===== src/rtl/fifo_umbrales.sv =====
// -----------------------------------------------------------------------------
// fifo_umbrales
//
// Synchronous single-clock FIFO with programmable almost-empty / almost-full
// thresholds. It is the per-channel storage element of the transaction layer.
// Overflow and underflow are reported on a sticky error flag.
//
// Ports:
//   clk                    : single clock; all state changes on its rising edge
//   reset_L                : asynchronous, active-low reset
//   push / pop             : write / read requests, sampled on the rising edge
//   data_in                : write data, captured on an accepted push
//   almost_empty_threshold : almost-empty level (from the layer FSM)
//   almost_full_threshold  : almost-full level (from the layer FSM)
//   data_out               : registered read data (1-cycle read latency)
//   valid_out              : data_out holds a word popped at the last edge
//   count                  : current occupancy, 0..FIFO_DEPTH
//   empty / full           : count == 0 / count == FIFO_DEPTH
//   almost_empty           : count <= almost_empty_threshold
//   almost_full            : count >= almost_full_threshold
//   error                  : sticky overflow/underflow flag, cleared by reset
// -----------------------------------------------------------------------------
module fifo_umbrales #(
    parameter int FIFO_DEPTH     = 8,
    parameter int FIFO_WORD_SIZE = 10,
    parameter int FIFO_PTR_SIZE  = $clog2(FIFO_DEPTH)
) (
    input  logic                      clk,
    input  logic                      reset_L,
    input  logic                      push,
    input  logic                      pop,
    input  logic [FIFO_WORD_SIZE-1:0] data_in,
    input  logic [FIFO_PTR_SIZE-1:0]  almost_empty_threshold,
    input  logic [FIFO_PTR_SIZE-1:0]  almost_full_threshold,
    output logic [FIFO_WORD_SIZE-1:0] data_out,
    output logic                      valid_out,
    output logic [FIFO_PTR_SIZE:0]    count,
    output logic                      empty,
    output logic                      full,
    output logic                      almost_empty,
    output logic                      almost_full,
    output logic                      error
);

    localparam logic [FIFO_PTR_SIZE:0] DEPTH_C = (FIFO_PTR_SIZE+1)'(FIFO_DEPTH);

    logic [FIFO_WORD_SIZE-1:0] r_mem [FIFO_DEPTH];
    logic [FIFO_PTR_SIZE-1:0]  r_wr_ptr;
    logic [FIFO_PTR_SIZE-1:0]  r_rd_ptr;
    logic [FIFO_PTR_SIZE:0]    r_count;
    logic [FIFO_WORD_SIZE-1:0] r_data_out;
    logic                      r_valid;
    logic                      r_error;

    logic w_empty;
    logic w_full;
    logic w_pop_acc;
    logic w_push_acc;
    logic w_overflow;
    logic w_underflow;

    // Flags come straight from the occupancy counter, never from the pointers.
    assign w_empty = (r_count == '0);
    assign w_full  = (r_count == DEPTH_C);

    // A pop needs data already stored: no read-through on an empty FIFO.
    assign w_pop_acc  = pop & ~w_empty;
    // When full, a push is still accepted if a pop frees a slot on this edge.
    assign w_push_acc = push & (~w_full | w_pop_acc);

    assign w_overflow  = push & w_full & ~w_pop_acc;
    assign w_underflow = pop & w_empty;

    // Storage: not reset, written only on an accepted push.
    always_ff @(posedge clk) begin
        if (w_push_acc) begin
            r_mem[r_wr_ptr] <= data_in;
        end
    end

    // Control state and registered read port.
    always_ff @(posedge clk or negedge reset_L) begin
        if (!reset_L) begin
            r_wr_ptr   <= '0;
            r_rd_ptr   <= '0;
            r_count    <= '0;
            r_data_out <= '0;
            r_valid    <= 1'b0;
            r_error    <= 1'b0;
        end else begin
            if (w_push_acc) begin
                r_wr_ptr <= r_wr_ptr + 1'b1;
            end

            if (w_pop_acc) begin
                r_data_out <= r_mem[r_rd_ptr];
                r_rd_ptr   <= r_rd_ptr + 1'b1;
                r_valid    <= 1'b1;
            end else begin
                r_valid    <= 1'b0;
            end

            case ({w_push_acc, w_pop_acc})
                2'b10:   r_count <= r_count + 1'b1;
                2'b01:   r_count <= r_count - 1'b1;
                default: r_count <= r_count;
            endcase

            if (w_overflow || w_underflow) begin
                r_error <= 1'b1;
            end
        end
    end

    assign data_out     = r_data_out;
    assign valid_out    = r_valid;
    assign count        = r_count;
    assign empty        = w_empty;
    assign full         = w_full;
    // Thresholds are zero-extended and compared live; nothing is latched here.
    assign almost_empty = (r_count <= {1'b0, almost_empty_threshold});
    assign almost_full  = (r_count >= {1'b0, almost_full_threshold});
    assign error        = r_error;

endmodule


===== config.mk =====
export PLATFORM = sky130hd
export DESIGN_NAME = fifo_umbrales
export DESIGN_NICKNAME = d
export VERILOG_FILES = /design/src/rtl/fifo_umbrales.sv
export SDC_FILE = /design/constraint.sdc
export NUM_CORES = 1
export LEC_CHECK = 0
export CAP_MARGIN = 0
export CORE_MARGIN = 2
export CORE_UTILIZATION = 40
export CTS_BUF_LIST = sky130_fd_sc_hd__clkbuf_8
export CTS_CLUSTER_DIAMETER = 200
export DETAILED_ROUTE_END_ITERATION = 10
export PLACE_DENSITY = 0.66
export SYNTH_ARGS = -nofsm -noshare
export SYNTH_HDL_FRONTEND = slang
export SYNTH_SLANG_ARGS = --single-unit
export TNS_END_PERCENT = 30

===== constraint.sdc =====
create_clock -name clk -period 2.8 [get_ports clk]
set_clock_uncertainty 0.05 [all_clocks]
set_input_delay 0.7 -clock clk [delete_from_list [all_inputs] [get_ports clk]]
set_output_delay 0.7 -clock clk [all_outputs]
set_load 0.005 [all_outputs]

==> reports/results.ini, run 1 <==
[run_status]
status=complete, no violations

[global_routing]
grt.total_usage_pct=15.02
grt_antenna_before_repair=0
grt_max_degree=23
grt_pass1_wl_um=13100
grt_pass1_vias=2579
overflow=0

[timing]
rsz0062_at_grt=true
drv_slew=0
max_slew_margin_pct=50.89
period_minus_slack_ps=2759
finalSetupTns_ps=0
finalCritPeriodShare_pct=98.53
hold_violations=0
fmax_mhz=362.5
setup_viol_count_final=0
worstMarginPinSlew_ps=736.5

[clocking]
cts_tree=built
insertion_delay_ps=360
hold_buffers=0
cts_sinks=102
clk_path_buf_depth=2
cts-root-buf=clkbuf_8
htreeDepth=3
numCtsBuffers=9
cts.clk_slew.worst_paths_ps=90

[placement]
dpl_cell_area_um2=4979
io_buffers=39
gp_congestion=0.7692
dp_hpwl_um=5221

[floorplan]
coreArea_um2=10700
fp.dieH_um=108.2
pin_count=40
dieArea_um2=11710
die_x_um=108.2
fp-row-count=38
initial_utilization_pct=40.61

[routing]
via_per_inst=5.166
first_pass_iters=4
wire_per_inst_um=16.83
ant_nets=0
via_count=2526
wirelength_um=8232
drcViolationCount=0
drt_first_iter_violations=153

[hold_path]
hp-class=flip-flop to flip-flop
min_from=data_out[8]$_DFFE_PN0N_

[yosys]
synth_ff_type=edfxtp_1
synth.avg_cell_area_um2=15.19
synth_edf_count=80
ys_types=40
synth_nets=315
ys.warnings.count=0
ys_seq_elements=102
synth_seq_area_share_pct=67.97
syn_area_um2=4344
netlist_instances=286
async_flop_share_pct=21.57

[worst_setup_path]
critPathMaxStageDelay_ps=450
regToRegEndpoint=data_out[5]$_DFFE_PN0N_
crit_start=almost_full_threshold[1]
crit_path_cell_trace=clkdlybuf4s50_1, inv_1, ha_1, a21o_1, a211o_1, buf_2
critical_path_arrival_ps=2010
crit_family=buffers and inverters
crit_cells=6
critPathSlowestCell=clkdlybuf4s50_1
worst_setup_path_end_kind=output port
required_ps=2050
cp_num_buf_inv=3
crit_path_end=almost_full
worst_r2r_path_depth=6
critical_path_class=input port to output port
critPathLaunchType=input port
r2r_slack_ps=590
r2r-start=count[1]$_DFFE_PN0P_
path_max_fanout=1

[cells_and_area]
final_cell_mix=edfxtp_1, clkdlybuf4s50_1, nand2_1, mux2i_1
area_growth_pct=20.77
final_area_um2=5246
fillers=920
final_common_cell=edfxtp_1
layout.nets=373
n_antenna_cell=0
drive_above_1_share_pct=20.63

[run]
drv_cap=0

[power]
p_leak_nw=1.975
vdd_drop_max_v=0.0004268
p_per_area_nw_per_um2=962.3

## routing by layer
metal / up-vias / share of wire (%) / track usage (%)
met2: 51 / 48 / 24.75
met5: - / 0 / 0
met1: 1264 / 47 / 19.72
li1: 1201 / - / -
met3: 10 / 4.2 / 3.195
met4: 0 / 1.5 / 5.403
## worst min-delay path by stage
stage,slack (ps),to,cells past startpoint
final,440,data_out[8]$_DFFE_PN0N_,2
after CTS,450,data_out[7]$_DFFE_PN0N_,2
after global placement,420,error$_DFFE_PN0P_,1
after detailed placement,430,data_out[8]$_DFFE_PN0N_,2
after global routing,470,error$_DFFE_PN0P_,1
after floorplan,350,count[0]$_DFFE_PN0P_,0
## cells in the mapped netlist, types with 7 or more instances
library cell / n / area share, %
nand2_1: 23 / 2.0
nand2b_1: 7 / 1.0
dfrtp_1: 22 / 13
edfxtp_1: 80 / 55
o22ai_1: 10 / 1.4
mux2_2: 20 / 5.2
o21ai_1: 9 / 1.0
ha_1: 9 / 2.6
mux2i_1: 23 / 5.3
a221o_1: 10 / 2.3
inv_1: 7 / 0.60
## through the flow
step | util, % | hold WS, ps | power, mW | worst slack (ps) | cells
2_1_floorplan | - | 354.4 | 3.313 | 391.5 | 286
3_3_place_gp | 46.54 | 415.5 | 3.957 | -371.8 | 472
3_5_place_dp | 46.54 | 427.9 | 3.994 | -418.9 | 472
4_1_cts | 48.84 | 448.3 | 5.074 | 10.56 | 489
5_1_grt | 49.04 | 467.6 | 5.358 | -18.24 | 489
6_report | 49.04 | 438.3 | 5.049 | 41.14 | 489
## worst min-delay path, cell delays in order (launching register included)
cell,delay [ps]
dfrtp_1,350
nand2_1,50
o21ai_1,60
## logic make-up (layout without fill, tap and decap cells)
| family | Yosys count | in the layout | share of synthesized area, % |
|---|---|---|---|
| AOI/OAI and AO/OA | 49 | 49 | 8.209 |
| xor gates and xnor gates | 4 | 4 | 0.8064 |
| adders and majority gates | 9 | 9 | 2.592 |
| buffers and inverters | 21 | 84 | 3.111 |
| DFF | 102 | 102 | 67.97 |
| muxes | 43 | 43 | 10.48 |
| and+or+nand+nor | 58 | 58 | 6.826 |
## registers in the layout (all words and copies together), names as in the netlist
register and count:
r_mem 80, r_wr_ptr 3, count 4, error 1
data_out 10, r_rd_ptr 3, valid_out 1
## area by class of cell
cell class / instances / area (µm²) / area share (%)
sequential: 102 / 2957 / 56.36
multi-input combinational: 163 / 1282 / 24.45
timing repair buffer: 61 / 565.5 / 10.78
tap: 140 / 175.2 / 3.339
clock buffer: 10 / 137.6 / 2.623
clock inverter: 6 / 102.6 / 1.956
inverter: 7 / 26.28 / 0.5008
## power by group
| part | total [mW] | switching, mW | internal, mW |
|---|---|---|---|
| sequential | 2.18 | 0.215 | 1.96 |
| clock | 1.08 | 0.470 | 0.611 |
| combinational | 1.79 | 0.853 | 0.940 |
| total | 5.05 | 1.54 | 3.51 |
## repair_timing
action | CTS | global route
buffers inserted | 1 | 0
setup endpoints to repair | 4 | 3
pin swaps | 4 | 4
resized for setup | 13 | 6
No activity file was read; power rests on OpenSTA's default activity.
==> run 2, diff against run 1 <==
==> constraint.sdc (replaced) <==
create_clock -name clk -period 2.8 [get_ports clk]
set_clock_uncertainty 0.05 [all_clocks]
set_input_delay 0.56 -clock clk [delete_from_list [all_inputs] [get_ports clk]]
set_output_delay 0.56 -clock clk [all_outputs]
set_load 0.005 [all_outputs]
==> run 2 against run 1 <==
Effect of this change: clock-buffer cell count fell by 1; via count shrank 1.8%; clock power decreased by 9%; register-to-register slack improved by 120 ps; combinational power down 3%; highest routed layer unchanged; non-clock buffer count down 3; largest cell class unchanged.
==> reports/results.ini, run 2 (synthesized netlist as in run 1, its figures left out) <==
[timing]
fmax_mhz=368.0
worstMarginPinSlew_ps=733.2
layout_setup_ws_ps=82.65
finalCritPeriodShare_pct=97.05
rsz0062_at_grt=false
hold_violations=0
period_minus_slack_ps=2717
setup_viol_count_final=0
drv_slew=0
max_slew_margin_pct=50.97

[routing]
ant_nets=0
via_per_inst=5.103
wire_per_inst_um=16.75
wirelength_um=8142
drt_first_iter_violations=139
via_count=2480
first_pass_iters=5
drcViolationCount=0

[cells_and_area]
largest_reg_flops=80
layout.nets=370
drive_above_1_share_pct=18.21
area_growth_pct=19.18
n_antenna_cell=0
fillers=916
final_common_cell=edfxtp_1
instances_no_fill=486
final_cell_mix=edfxtp_1, clkdlybuf4s50_1, nand2_1, mux2i_1, dfrtp_1
top_register=r_mem

[power]
p_total_mw=4.897
p_per_area_nw_per_um2=945.8
vdd_drop_max_v=0.0003882
p_leak_nw=1.913

[worst_setup_path]
path_max_fanout=1
r2r_slack_ps=710
worst_r2r_path_depth=6
required_ps=2190
critical_path_class=input port to output port
critical_path_arrival_ps=2110
critPathLaunchType=input port
worst_setup_path_end_kind=output port
regToRegEndpoint=r_mem[4][2]$_DFFE_PP_
r2r-start=count[1]$_DFFE_PN0P_

[floorplan]
die_x_um=108.2
dieArea_um2=11710
fp-row-count=38
initial_utilization_pct=40.61
pin_count=40
coreArea_um2=10700
fp.dieH_um=108.2

[clocking]
cts.clk_slew.worst_paths_ps=100
cts_sinks=102
clk_path_buf_depth=2
insertion_delay_ps=360
cts.repair.resized=3
numCtsBuffers=9
hold_buffers=0
cts_setup_buffers=0
cts_tree=built
cts-root-buf=clkbuf_8
htreeDepth=3

[global_routing]
overflow=0
grt_max_degree=28
grt_antenna_before_repair=0
grt_pass1_vias=2434
grt.total_usage_pct=15.02
grt_pass1_wl_um=12930

[run_status]
status=complete, no violations

[run]
drv_cap=0

[placement]
dp_slack_ps=-129.9
dpl.cell_count=470
io_buffers=39
dp_hpwl_um=5213
gp_congestion=0.7505

[hold_path]
hp-class=flip-flop to flip-flop
hold_path_depth=2
min_from=data_out[9]$_DFFE_PN0N_
hold-path-endpoint=data_out[9]$_DFFE_PN0N_

-- run 2: cell type report --
type / instances / area [µm²] / area share [%]
sequential: 102 / 2954 / 57.06
multi-input combinational: 163 / 1262 / 24.38
timing repair buffer: 58 / 543.0 / 10.49
tap: 140 / 175.2 / 3.383
clock buffer: 9 / 123.9 / 2.392
clock inverter: 7 / 92.59 / 1.788
inverter: 7 / 26.28 / 0.5075
-- run 2: routing by layer --
metal	vias to the layer above	track usage, %	part of all wire, %
met5	-	0	0
met4	0	4.304	0.59
met3	4	3.797	4.7
met2	44	23.99	48
met1	1233	20.46	47
li1	1199	-	-
-- run 2: how the worst max path moves through the flow --
stage,start,to,slack [ps],depth (start not counted)
final,almost_full_threshold[0],almost_full,80,6
after global routing,count[1]$_DFFE_PN0P_,full,10,4
after CTS,count[1]$_DFFE_PN0P_,full,70,4
after detailed placement,almost_empty_threshold[1],almost_empty,-130,8
after global placement,almost_empty_threshold[1],almost_empty,-90,8
after floorplan,pop,r_mem[0][0]$_DFFE_PP_,530,3
-- run 2: critical path, stage by stage --
cell             delay, ps
clkdlybuf4s50_1        400
ha_1                   280
nand2b_1               130
a21o_1                 190
a211o_1                280
dlygate4sd2_1          260
-- run 2: report_power, final --
group,internal (mW),leakage (nW),switching [mW]
sequential,1.96,0.987,0.229
clock,0.437,0.109,0.542
combinational,0.910,0.817,0.822
-- run 2: per-stage QoR --
step	area (µm²)	setup TNS [ps]	hold slack, ps	util, %
3_5_place_dp	4964	-233.2	424.8	46.40
5_1_grt	5177	0	468.2	48.40
6_report	5177	0	437.5	48.40
3_3_place_gp	4964	-172.3	417.0	46.40
4_1_cts	5177	0	448.9	48.40
2_1_floorplan	4344	0	214.4	-
==> RTL edit 1 (settings of run 2) <==
Add an input register stage for `almost_empty_threshold` and `almost_full_threshold`, with the module's reset; this delays them by one clock. The other inputs are not delayed to match.
--- a/src/rtl/fifo_umbrales.sv
+++ b/src/rtl/fifo_umbrales.sv
@@ -43,6 +43,19 @@
 );
 
     localparam logic [FIFO_PTR_SIZE:0] DEPTH_C = (FIFO_PTR_SIZE+1)'(FIFO_DEPTH);
+
+    logic [FIFO_PTR_SIZE-1:0] almost_empty_threshold_q;
+    logic [FIFO_PTR_SIZE-1:0] almost_full_threshold_q;
+
+    always_ff @(posedge clk or negedge reset_L) begin
+        if (!reset_L) begin
+            almost_empty_threshold_q <= '0;
+            almost_full_threshold_q  <= '0;
+        end else begin
+            almost_empty_threshold_q <= almost_empty_threshold;
+            almost_full_threshold_q  <= almost_full_threshold;
+        end
+    end
 
     logic [FIFO_WORD_SIZE-1:0] r_mem [FIFO_DEPTH];
     logic [FIFO_PTR_SIZE-1:0]  r_wr_ptr;
@@ -118,8 +131,8 @@
     assign empty        = w_empty;
     assign full         = w_full;
     // Thresholds are zero-extended and compared live; nothing is latched here.
-    assign almost_empty = (r_count <= {1'b0, almost_empty_threshold});
-    assign almost_full  = (r_count >= {1'b0, almost_full_threshold});
+    assign almost_empty = (r_count <= {1'b0, almost_empty_threshold_q});
+    assign almost_full  = (r_count >= {1'b0, almost_full_threshold_q});
     assign error        = r_error;
 
 endmodule
Check against the original RTL: not equivalent (Yosys sat finds a counterexample within 4 cycles, from zero or initial values and one cycle with reset_L low).
==> RTL edit 1 against run 2 <==
  * Clock power shrank 3.5%
  * Routed wire length grew 4.2%
  * Via count grew 0.20%
  * Sequential cell count grew 6
  * First-iteration DRC count grew 19%
  * Power grew 1.7%
  * Non-clock buffer count shrank 1
  * Synthesized area grew 3.5%
  * Sequential power grew 2%
  * Final area grew 2.7%
  * Fmax is essentially flat
  * Hold slack gained 0.0024 ns
  * Setup slack gained 0.0014 ns
  * Global-route usage grew 0.15 points
  * Largest cell class unchanged
  * Largest power group unchanged
==> RTL edit 1: results <==
timing:
  maxSlewHeadroom_pct: 55.11
  setup_viol: 0
  fmax_mhz: 368.2
synthesis:
  syn-num-nets: 321
  yosys-top-cells-area: "edfxtp_1 (53%), dfrtp_1 (16%), mux2i_1 (5.1%)"
  synthArstFlopShare_pct: 25.93
  synth-edff-count: 80
  synth_commonest_cells: "edfxtp_1 (80), dfrtp_1 (28), mux2i_1 (23), nand2_1 (23), mux2_2 (20)"
  yosysSeqAreaShare_pct: 69.04
  ys_warn_count: 0
  yosysUniqueCellTypes: 40
  synthFlopType: "edfxtp_1"
critical_path:
  worstRegToRegCells: 6
  crit_family: "buffers and inverters"
  crit_start: "count[1]$_DFFE_PN0P_"
  endpoint: "full"
  crit_path_max_fanout: 11
  path_depth: 4
  crit_path_top_delay_cell: "or4b_4"
  r2r_setup_slack_ns: 0.72
  worst_r2r_endpoint: "r_mem[4][7]$_DFFE_PP_"
  slowest_delay_ns: 0.56
  arrival_ns: 2.11
global_route:
  grt_pass1_vias: 2423
  grt_max_degree: 43
  antenna_found_initial: 0
  grt.total_usage_pct: 15.17
  grt_first_pass_wirelength_mm: 13.10
detailed_routing:
  avgViaCountPerCell: 5.061
  first_pass_iters: 4
  avgRoutedWirePerCell_um: 17.29
  drt_iter0_drc: 166
layout:
  num_antenna_cells: 0
  drive_above_1_share_pct: 17.66
  largest_register_ffs: 80
  largest-register: "r_mem"
  fin_nets: 375
  fillCellCount: 922
clocking:
  cts_buffer_depth: 2
  clk_transition_reported_paths_ns: 0.09
  ctsRootBufferMaster: "clkbuf_8"
  clock_latency_ns: 0.37
  cts_resized: 0
  h-tree-depth: 3
  cts_made_buffers: 9
  postCtsSetupBuffers: 0
power:
  vdd_drop_max_v: 0.0004423
  leakagePower_nw: 1.982
  swShare_pct: 31.87
placed_design:
  place_congestion: 0.7275
  dp_hpwl_mm: 5.357
  io_buffers: 39
  pre_cts_slack_ns: 0.3811
min_path:
  hold_path_class: "flip-flop to flip-flop"
run_status:
  status: "complete, no violations"
-- RTL edit 1: how the worst min path moves through the flow --
stage	to	depth (start not counted)	slack [ns]	startpoint
final	data_out[9]$_DFFE_PN0N_	2	0.44	data_out[9]$_DFFE_PN0N_
after global routing	data_out[9]$_DFFE_PN0N_	2	0.46	data_out[9]$_DFFE_PN0N_
after global placement	error$_DFFE_PN0P_	1	0.41	error$_DFFE_PN0P_
after CTS	data_out[9]$_DFFE_PN0N_	2	0.45	data_out[9]$_DFFE_PN0N_
after detailed placement	data_out[9]$_DFFE_PN0N_	2	0.43	data_out[9]$_DFFE_PN0N_
after floorplan	almost_empty_threshold_q[0]$_DFF_PN0_	0	0.21	reset_L
-- RTL edit 1: cell families (layout without fill, tap and decap cells) --
group                    count (synthesis)  count (layout)  synth area share [%]
AO/OA/AOI/OAI                           49              49                 7.934
XOR/XNOR                                 4               4                0.7794
adder cells (fa/ha/maj)                  9               9                 2.506
buffers and inverters                   21              80                 3.007
flip-flops                             108             108                 69.04
multiplexers                            43              43                 10.13
AND/OR/NAND/NOR                         58              58                 6.598
-- RTL edit 1: final cells by class --
| type | count | share of cell area (%) |
|---|---|---|
| flip-flops and latches | 108 | 58.39 |
| multi-input cells | 163 | 23.74 |
| repair buffers | 57 | 10.40 |
| well taps | 140 | 3.293 |
| clock buffers | 9 | 2.329 |
| clock inverters | 7 | 1.364 |
| inverters | 7 | 0.4940 |
-- RTL edit 1: per-layer routing --
| metal | global-route usage [%] | routed length, um | up-vias |
|---|---|---|---|
| met1 | 20.05 | 3850 | 1203 |
| li1 | - | - | 1213 |
| met5 | 0 | 0 | - |
| met3 | 4.233 | 475 | 10 |
| met2 | 24.19 | 4039 | 59 |
| met4 | 5.154 | 121 | 0 |
-- RTL edit 1: per-stage QoR --
step | area (um^2) | cells | util (%)
floorplan | 4494 | 292 | -
global placement | 5119 | 475 | 47.01
detailed placement | 5119 | 475 | 47.01
CTS | 5315 | 491 | 48.82
global route | 5319 | 491 | 48.85
finish | 5319 | 491 | 48.85
-- RTL edit 1: power by group through the flow --
stage / registers (mW) / clock network, mW / logic (mW)
after CTS: 2.24 / 0.983 / 1.83
after global routing: 2.28 / 1.04 / 1.97
final: 2.24 / 0.945 / 1.80
after detailed placement: 2.27 / 0 / 1.82
after global placement: 2.26 / 0 / 1.78
after floorplan: 2.24 / 0 / 1.17
-- RTL edit 1: worst min-delay path, delay by kind of cell, from the launching register on --
family,cells,cell delay [ns]
and+or+nand+nor,1,0.05
DFF,1,0.36
AOI/OAI and AO/OA,1,0.06
==> RTL edit 2 (flow settings as in run 2) <==
Made on the original files. Change the parameter `FIFO_DEPTH` from 8 to 16.
--- a/src/rtl/fifo_umbrales.sv
+++ b/src/rtl/fifo_umbrales.sv
@@ -21,7 +21,7 @@
 //   error                  : sticky overflow/underflow flag, cleared by reset
 // -----------------------------------------------------------------------------
 module fifo_umbrales #(
-    parameter int FIFO_DEPTH     = 8,
+    parameter int FIFO_DEPTH     = 16,
     parameter int FIFO_WORD_SIZE = 10,
     parameter int FIFO_PTR_SIZE  = $clog2(FIFO_DEPTH)
 ) (
Interface: changed (resized almost_empty_threshold, almost_full_threshold and count); port bits go from 40 to 43. No check against the original RTL was run, so the function may have changed too.
==> RTL edit 2 against run 2 <==
  * Final area rose by 71%
  * Highest routed layer unchanged
  * Sequential cell count rose by 83
  * Sequential share of layout area rose by 4.4 points
  * Largest cell class unchanged
  * Routed wire length rose by 84%
  * Count of clock-buffer cells in the layout rose by 8
  * Synthesized area rose by 73%
  * Via count rose by 55%
  * Combinational power rose by 52%
  * Power rose by 68%
  * Setup slack got worse by 0.0028 ns
==> RTL edit 2: results <==
run_status:
  status: "complete, no violations"
placed_design:
  io_buffers: 42
  place_congestion: 0.8275
  pre_cts_slack_ns: -0.3336
  dp_hpwl_mm: 9.359
  placed_area_um2: 8379
timing:
  maxSlewHeadroom_pct: 62.40
  whs_ns: 0.4206
  fin_crit_sh_pct: 97.15
power:
  vdd_drop_max_v: 0.0004826
  leakagePower_nw: 3.022
  p_int_mw: 5.692
critical_path:
  worst_r2r_endpoint: "r_mem[7][9]$_DFFE_PP_"
  crit_family: "buffers and inverters"
  crit_path_max_fanout: 7
  crit_start: "count[1]$_DFFE_PN0P_"
  worstRegToRegCells: 7
  slowest_delay_ns: 0.52
  r2r_setup_slack_ns: 0.56
  endpoint: "empty"
detailed_routing:
  route.met3.wl_mm: 1.009
  highest_layer: "met4"
  route.met2.wl_mm: 7.711
  wl_mm: 14.95
  first_pass_iters: 5
  wl_met1_mm: 6.092
  drt_iter0_drc: 285
  avgViaCountPerCell: 5.431
synthesis:
  synthArstFlopShare_pct: 13.51
  yosysSeqAreaShare_pct: 72.13
  yosys-top-cells-area: "edfxtp_1 (64%), dfrtp_1 (8.3%), mux4_2 (7.2%)"
  synth-edff-count: 160
  synth_commonest_cells: "edfxtp_1 (160), dfrtp_1 (25), mux4_2 (24), o22ai_1 (21)"
  ys_warn_count: 0
  yosysUniqueCellTypes: 39
  syn-num-nets: 428
global_route:
  grt_util_met1_pct: 20.09
  grt_pass1_vias: 4051
  use_met2_pct: 27.36
  grt_max_degree: 44
  antenna_found_initial: 0
  use_met3_pct: 4.008
  grt.total_usage_pct: 15.93
  grt_first_pass_wirelength_mm: 23.03
layout:
  fillCellCount: 1500
  fin_nets: 499
  largest_register_ffs: 160
  largest-register: "r_mem"
  drive_above_1_share_pct: 23.11
clocking:
  clock_latency_ns: 0.46
  cts_made_buffers: 17
  cts_buffer_depth: 2
  h-tree-depth: 4
  ctsRootBufferMaster: "clkbuf_8"
min_path:
  hold_path_class: "input pin to async pin"
RTL edit 2: cell types whose count changed in the layout (fill, tap and decap cells not counted), moves of 11 or more:
| cell | run 2 | this run |
|---|---|---|
| mux4_2 | 0 | 24 |
| nand2_1 | 23 | 7 |
| mux4_1 | 0 | 16 |
| edfxtp_1 | 80 | 160 |
| o22ai_1 | 10 | 21 |
| mux2i_1 | 23 | 0 |
RTL edit 2: cell type report:
class,count,share of cell area [%]
Clock inverter,15,2.294
Sequential cell,185,61.48
Inverter,16,0.6798
Multi-Input combinational cell,172,22.15
Tap cell,234,3.314
Clock buffer,17,2.648
Timing Repair Buffer,71,7.435
RTL edit 2: power groups by stage:
| stage | clock [mW] | combinational (mW) | sequential, mW |
|---|---|---|---|
| 2_1_floorplan | 0 | 1.78 | 3.63 |
| 3_3_place_gp | 0 | 2.58 | 3.73 |
| 3_5_place_dp | 0 | 2.64 | 3.76 |
| 4_1_cts | 1.95 | 2.66 | 3.69 |
| 5_1_grt | 2.06 | 2.84 | 3.73 |
| 6_report | 1.91 | 2.63 | 3.69 |
RTL edit 2: worst min-delay path by stage:
| stage | startpoint | end | cells after the start |
|---|---|---|---|
| 5_1_grt | reset_L | count[2]$_DFFE_PN0P_ | 2 |
| 3_5_place_dp | error$_DFFE_PN0P_ | error$_DFFE_PN0P_ | 1 |
| 2_1_floorplan | reset_L | count[0]$_DFFE_PN0P_ | 0 |
| 6_report | reset_L | count[2]$_DFFE_PN0P_ | 2 |
| 4_1_cts | reset_L | count[2]$_DFFE_PN0P_ | 2 |
| 3_3_place_gp | error$_DFFE_PN0P_ | error$_DFFE_PN0P_ | 1 |
RTL edit 2: metrics by stage:
stage	util, %	instances
6_report	47.55	710
5_1_grt	47.55	710
4_1_cts	47.49	709
3_5_place_dp	45.10	675
3_3_place_gp	45.10	675
2_1_floorplan	-	392
RTL edit 2: cell families after synthesis:
kind of cell	count (synthesis)	share of synthesized area, %
xor gates and xnor gates	10	1.163
adders and majority gates	14	2.327
and+or+nand+nor	47	3.590
buffers and inverters	35	2.243
DFF	185	72.13
muxes	52	14.56
AOI/OAI and AO/OA	49	3.989
RTL edit 2: what timing repair did:
| item | CTS | global route |
|---|---|---|
| setup buffers | 2 | 1 |
| setup endpoints to repair | 4 | 2 |
| pin swaps | 1 | 1 |
| gates resized for setup | 4 | 3 |
RTL edit 2: worst register-to-register path: cells and delay by family (launching register included):
| kind | cells | cell delay, ns |
|---|---|---|
| and+or+nand+nor | 4 | 0.84 |
| DFF | 1 | 0.40 |
| buffers and inverters | 2 | 0.37 |
| AOI/OAI and AO/OA | 1 | 0.34 |
